[config.mk]
export PLATFORM = sky130hd
export DESIGN_NAME = preadder_pipe
export DESIGN_NICKNAME = d
export VERILOG_FILES = /design/src/rtl/preadder_pipe.sv
export SDC_FILE = /design/constraint.sdc
export NUM_CORES = 1
export LEC_CHECK = 0
export CORE_UTILIZATION = 59
export CTS_CLUSTER_DIAMETER = 40
export DETAILED_ROUTE_END_ITERATION = 8
export DONT_BUFFER_PORTS = 1
export PLACE_DENSITY_LB_ADDON = 0.1
export SYNTH_ARGS = -nofsm -noshare
export SYNTH_HDL_FRONTEND = slang
export SYNTH_SLANG_ARGS = --single-unit
[constraint.sdc]
create_clock -name clk -period 3.6 [get_ports clk]
set_input_delay 0 -clock clk [delete_from_list [all_inputs] [get_ports clk]]
set_output_delay 0 -clock clk [all_outputs]
set_load 0.02 [all_outputs]
[src/rtl/preadder_pipe.sv]
// Two-stage pipelined pre-adder alignment: exponent compare/route, then align-shift
// with sticky, magnitude order and sign assignment, under a valid/ready handshake.
module preadder_pipe #(
  parameter int EXP_W  = 8,
  parameter int MAN_W  = 28,
  parameter int SUB_EN = 1
) (
  input  logic             clk,
  input  logic             rst_n,
  input  logic             in_valid,
  output logic             in_ready,
  input  logic             op_sub,
  input  logic             sign_A,
  input  logic             sign_B,
  input  logic [EXP_W-1:0] exp_A,
  input  logic [EXP_W-1:0] exp_B,
  input  logic [MAN_W-1:0] mantis_A,
  input  logic [MAN_W-1:0] mantis_B,
  output logic             out_valid,
  input  logic             out_ready,
  output logic             sign_of_great,
  output logic             sign_of_small,
  output logic [EXP_W-1:0] exp,
  output logic [MAN_W-1:0] mantis_great,
  output logic [MAN_W-1:0] mantis_small,
  output logic             eff_sub,
  output logic             sticky,
  output logic             tie
);

  logic             s1_valid;
  logic [EXP_W-1:0] s1_exp;
  logic [EXP_W:0]   s1_diff;
  logic             s1_sign_sh, s1_sign_ns;
  logic [MAN_W-1:0] s1_man_sh, s1_man_ns;

  logic s2_advance, s1_advance, accept;
  logic sub_en_l, sign_b_eff, a_larger;
  logic [EXP_W:0] diff_ab, diff_ba;

  assign s2_advance = !out_valid | out_ready;
  assign s1_advance = s2_advance;
  assign in_ready   = !s1_valid | s1_advance;
  assign accept     = in_valid & in_ready;

  assign sub_en_l   = (SUB_EN != 0);
  assign sign_b_eff = sign_B ^ (op_sub & sub_en_l);
  assign a_larger   = exp_A > exp_B;
  assign diff_ab    = {1'b0, exp_A} - {1'b0, exp_B};
  assign diff_ba    = {1'b0, exp_B} - {1'b0, exp_A};

  // Stage 1: B is the shift source unless A has the strictly smaller exponent
  always_ff @(posedge clk or negedge rst_n) begin
    if (!rst_n) begin
      s1_valid   <= 1'b0;
      s1_exp     <= '0;
      s1_diff    <= '0;
      s1_sign_sh <= 1'b0;
      s1_sign_ns <= 1'b0;
      s1_man_sh  <= '0;
      s1_man_ns  <= '0;
    end else begin
      if (in_ready) s1_valid <= in_valid;
      if (accept) begin
        if (a_larger || exp_A == exp_B) begin
          s1_exp     <= exp_A;
          s1_diff    <= diff_ab;
          s1_sign_ns <= sign_A;
          s1_man_ns  <= mantis_A;
          s1_sign_sh <= sign_b_eff;
          s1_man_sh  <= mantis_B;
        end else begin
          s1_exp     <= exp_B;
          s1_diff    <= diff_ba;
          s1_sign_ns <= sign_b_eff;
          s1_man_ns  <= mantis_B;
          s1_sign_sh <= sign_A;
          s1_man_sh  <= mantis_A;
        end
      end
    end
  end

  logic [MAN_W-1:0] shifted;
  logic             nxt_sticky;
  logic [MAN_W-1:0] nxt_great, nxt_small;
  logic             nxt_sg, nxt_ss, nxt_tie;

  always_comb begin
    nxt_sticky = 1'b0;
    for (int unsigned i = 0; i < MAN_W; i++) begin
      if (i < 32'(s1_diff)) nxt_sticky = nxt_sticky | s1_man_sh[i];
    end
    if (32'(s1_diff) >= 32'(MAN_W)) shifted = '0;
    else                            shifted = s1_man_sh >> s1_diff;
  end

  // Ties with opposite signs put the positive operand on top so cancellation gives +0
  always_comb begin
    nxt_tie   = 1'b0;
    nxt_great = s1_man_ns;
    nxt_small = shifted;
    nxt_sg    = s1_sign_ns;
    nxt_ss    = s1_sign_sh;
    if (shifted > s1_man_ns) begin
      nxt_great = shifted;
      nxt_small = s1_man_ns;
      nxt_sg    = s1_sign_sh;
      nxt_ss    = s1_sign_ns;
    end else if (shifted == s1_man_ns) begin
      nxt_tie = 1'b1;
      if (s1_sign_sh != s1_sign_ns) begin
        nxt_sg = 1'b0;
        nxt_ss = 1'b1;
      end
    end
  end

  always_ff @(posedge clk or negedge rst_n) begin
    if (!rst_n) begin
      out_valid     <= 1'b0;
      sign_of_great <= 1'b0;
      sign_of_small <= 1'b0;
      exp           <= '0;
      mantis_great  <= '0;
      mantis_small  <= '0;
      eff_sub       <= 1'b0;
      sticky        <= 1'b0;
      tie           <= 1'b0;
    end else if (s2_advance) begin
      out_valid <= s1_valid;
      if (s1_valid) begin
        sign_of_great <= nxt_sg;
        sign_of_small <= nxt_ss;
        exp           <= s1_exp;
        mantis_great  <= nxt_great;
        mantis_small  <= nxt_small;
        eff_sub       <= nxt_sg ^ nxt_ss;
        sticky        <= nxt_sticky;
        tie           <= nxt_tie;
      end
    end
  end

endmodule

==> summary.md <==
| Metric | Value |
|---|---|
| Fin Hold WS | around 0.063 ns |
| DR pass1 iterations | 6 |
| Failing checks | negative setup slack |
| Worst-case clock skew | around 0.014 ns |
| EDFF count, synth | 0 |
| Clk buf depth | 2 |
| DR iter-0 viols | between 1000 and 1500 |
| Final setup vio count | a little under 60 |
| Global-route wire length before repair | about 52000 µm |
| Final Hold Vio Count | 0 |
| DR WL/cell | about 23 µm |
| Final setup margin | -0.560 ns |
| Post-Syn Nets | about 1200 |
| Asr flop ratio synth | 100% |
| TritonCTS Buffers | 17 |
| Layout cells sized above 1 | about a quarter |
| R2R Path End | mantis_great[6] |
| Initial Util | 60.2% |
| #FFs+latches synth | roughly 150 |
| Vias in the first global route | roughly 9900 |
| WP data arrival | 4.50 ns |
| Largest net degree at the start of global routing | approximately 150 |
| Peak Freq | around 240 MHz |
| Top-area cell type share of the netlist area | 36.9% |
| Synth area leader | dfrtp_1 |
| Via density | between 6 and 7 |
| Nets | 1471 |
| Crit-path slowest cell | mux4_2 |
| Drt total wl | 35800 µm |
| CP bufs+invs | 4 |
| Placer Congestion | 0.968 |
| Post-Synthesis Cells | around 1100 |
| CP dominant cell by count | buf_6 |
| Largest stage delay on the critical path | ~0.49 ns |
| YS warnings | 0 |
| R2R depth | 18 |
| Gr ovfl total | 0 |
| Mapped cell area | just under 10000 µm² |
| RSZ-0062 raised after global routing | true |
| Core area | ~16000 µm² |
| Least-Margin Pin Slew | just over 1 ns |
| HP Class | in2reg |
| Period utilization | 116% |
| Slew margin rel. | between 30 and 40% |
| Worst Hold Depth | 5 |
| GRT Total Usage | between 30% and 40% |
| # diodes | 0 |
| Synth unique cells | 73 |
| Cell family with most CP delay | simple AND/OR/NAND/NOR gates |
| CTS clk-pin slew, worst paths | 0.07 ns |
| Routed Antenna Nets | 0 |
| Flop2flop setup slack | -0.56 ns |
| Filler cells | a little under 1000 |
| Drt drc | 0 |
| Most frequent cells in the layout | 188 x nand2_1, 144 x dfrtp_1, 140 x buf_4, 110 x dlygate4sd3_1, 97 x o21ai_0 |
| Post-layout min period | 4.16 ns |
| Synth-to-layout area growth | 38.8% |
| Buffers on Ports | 0 |
| Num Clock Sinks | about 150 |
| CTS tree | built |
| Min-delay src | exp_B[7] |
| Clk_lat worst skew | approximately 0.44 ns |
| Post-detail-place hpwl | between 20000 and 25000 µm |
| Via count | approximately 10000 |
| Synth top area cells | dfrtp_1 37%, mux2i_1 11%, nand2_1 7.5% |
| R2R Path Start | s1_diff[0] |
| Max-cap violations | 0 |
| CP Capture Type | flip-flop |
| Post-synthesis sequential area ratio | about 37% |
| Final Max Tran Viols | 0 |
| Syn avg cell area | between 8 and 9 µm² |
| Worst path cell trace | buf_6 -> buf_6 -> mux4_2 -> nand2_2 -> nor2_2 -> a41o_1 -> a22oi_2 -> o21ai_2 -> ha_1 -> nand4_1 -> nor3_4 -> nand3_2 -> buf_6 -> o311ai_4 -> and2_4 -> buf_12 -> mux2_2 -> o21ai_1 |
| CP Launch Type | flip-flop |
| Initial antenna violation count | 0 |
| Root buf cell | clkbuf_16 |
| Die W | 132 µm |
| VDD IR-drop max | between 0.4 and 0.5 mV |
| Most common cell after layout, fill and taps aside | nand2_1 |
| Top FF cell, synth | dfrtp_1 |
| Ports | 150 |
| End of the worst hold path | s1_diff[8] |
| Crit Path Class | reg2reg |
| Critical path data required time | 3.94 ns |
| CTS H-tree depth | 4 |
| Die height | around 130 µm |
| Outcome | complete, but fails checks |
| Final Util | 83.5% |
| Worst-path maximum fanout | 12 |
| Row Count | 47 |
| PwrDens | roughly 520 nW/µm² |
| Die area | 17300 µm² |
| LEAKAGE | ~6.4 nW |
per-stage QoR:
| step | std cells | power, mW | setup slack, ns | area, µm² | TNS (ns) |
|---|---|---|---|---|---|
| floorplan | 1118 | 3.67 | 0.00203 | 9960 | 0 |
| global placement | 1379 | 4.39 | -0.390 | 10900 | -19.14 |
| detailed placement | 1379 | 4.44 | -0.564 | 10900 | -25.95 |
| CTS | 1543 | 6.61 | -0.278 | 13000 | -13.36 |
| global route | 1577 | 7.37 | -0.675 | 13800 | -34.77 |
| finish | 1577 | 7.11 | -0.560 | 13800 | -26.86 |
timing repair:
action                                 4_1_cts  5_1_grt
pin swaps                                    7       27
setup endpoints to repair                   58       58
cloned                                       4        2
hold buffers                               111        0
setup buffers                               17       33
resized for setup                           42       97
endpoints found under the hold margin      217        0
how the worst max path moves through the flow:
| stage | start | endpoint | slack (ns) | depth (start not counted) |
|---|---|---|---|---|
| final | s1_diff[0] | mantis_great[6] | -0.56 | 18 |
| after global routing | s1_diff[0] | mantis_great[6] | -0.67 | 18 |
| after CTS | s1_diff[0] | mantis_small[16] | -0.28 | 18 |
| after detailed placement | s1_diff[0] | mantis_great[9] | -0.56 | 20 |
| after global placement | s1_diff[0] | mantis_small[4] | -0.39 | 19 |
| after floorplan | s1_diff[0] | mantis_small[6] | 0.002 | 16 |
logic make-up after synthesis:
logic type	share of synthesized area (%)
compound gates	18.7
xor+xnor	0.530
fa+ha+maj	6.41
buf+inv	6.50
flops	36.9
mux	16.0
simple gates	15.0
registers in the layout, indices dropped and copies added, names as in the netlist, 8 cells and up:
register / cells
s1_diff: 9
s1_exp: 8
mantis_small: 28
mantis_great: 28
exp: 8
s1_man_ns: 28
s1_man_sh: 28
layout make-up:
| cell class | instances | area (µm²) | share of cell area (%) |
|---|---|---|---|
| Sequential cell | 146 | 3660 | 26.6 |
| Multi-Input combinational cell | 831 | 6200 | 45.1 |
| Timing Repair Buffer | 288 | 2780 | 20.2 |
| Tap cell | 220 | 275 | 2.00 |
| Clock inverter | 15 | 188 | 1.36 |
| Clock buffer | 17 | 425 | 3.09 |
| Inverter | 60 | 225 | 1.64 |
cells in the mapped netlist (all sizes together), types with 3 or more instances:
library cell and number:
nand2 200, o21ai 158, dfrtp 146, mux2i 110
inv 60, nor2 54, a21oi 48, ha 46
clkbuf 41, buf 40, nand3 17, a31oi 15
mux4 15, mux2 13, nor3 11, o22ai 11
a21o 9, a221o 9, a211oi 8, nor4 8
nand2b 7, nand4 7, o221ai 7, and3 6
and2 5, nor2b 5, o211ai 5, o21a 5
o311ai 5, a311oi 4, o22a 4, xnor2 4
or4 3
layer usage:
| layer | global-route usage (%) | share of wire (%) |
|---|---|---|
| met4 | 23.0 | 5.8 |
| met2 | 64.0 | 48 |
| met5 | 0 | 0 |
| met3 | 7.56 | 8.6 |
| met1 | 47.8 | 37 |
worst register-to-register path: cells and delay by family, from the launching register on:
kind,cells,cell delay (ns)
compound gates,5,0.87
flops,1,0.46
mux,2,0.86
buf+inv,4,0.54
simple gates,6,1.00
fa+ha+maj,1,0.36
power by group:
part,total [mW],switching (mW),internal [mW]
Sequential,2.45,0.530,1.92
Combinational,2.77,1.48,1.29
Clock,1.90,0.839,1.06
Total,7.11,2.85,4.26
No activity file was read; power rests on OpenSTA's default activity.
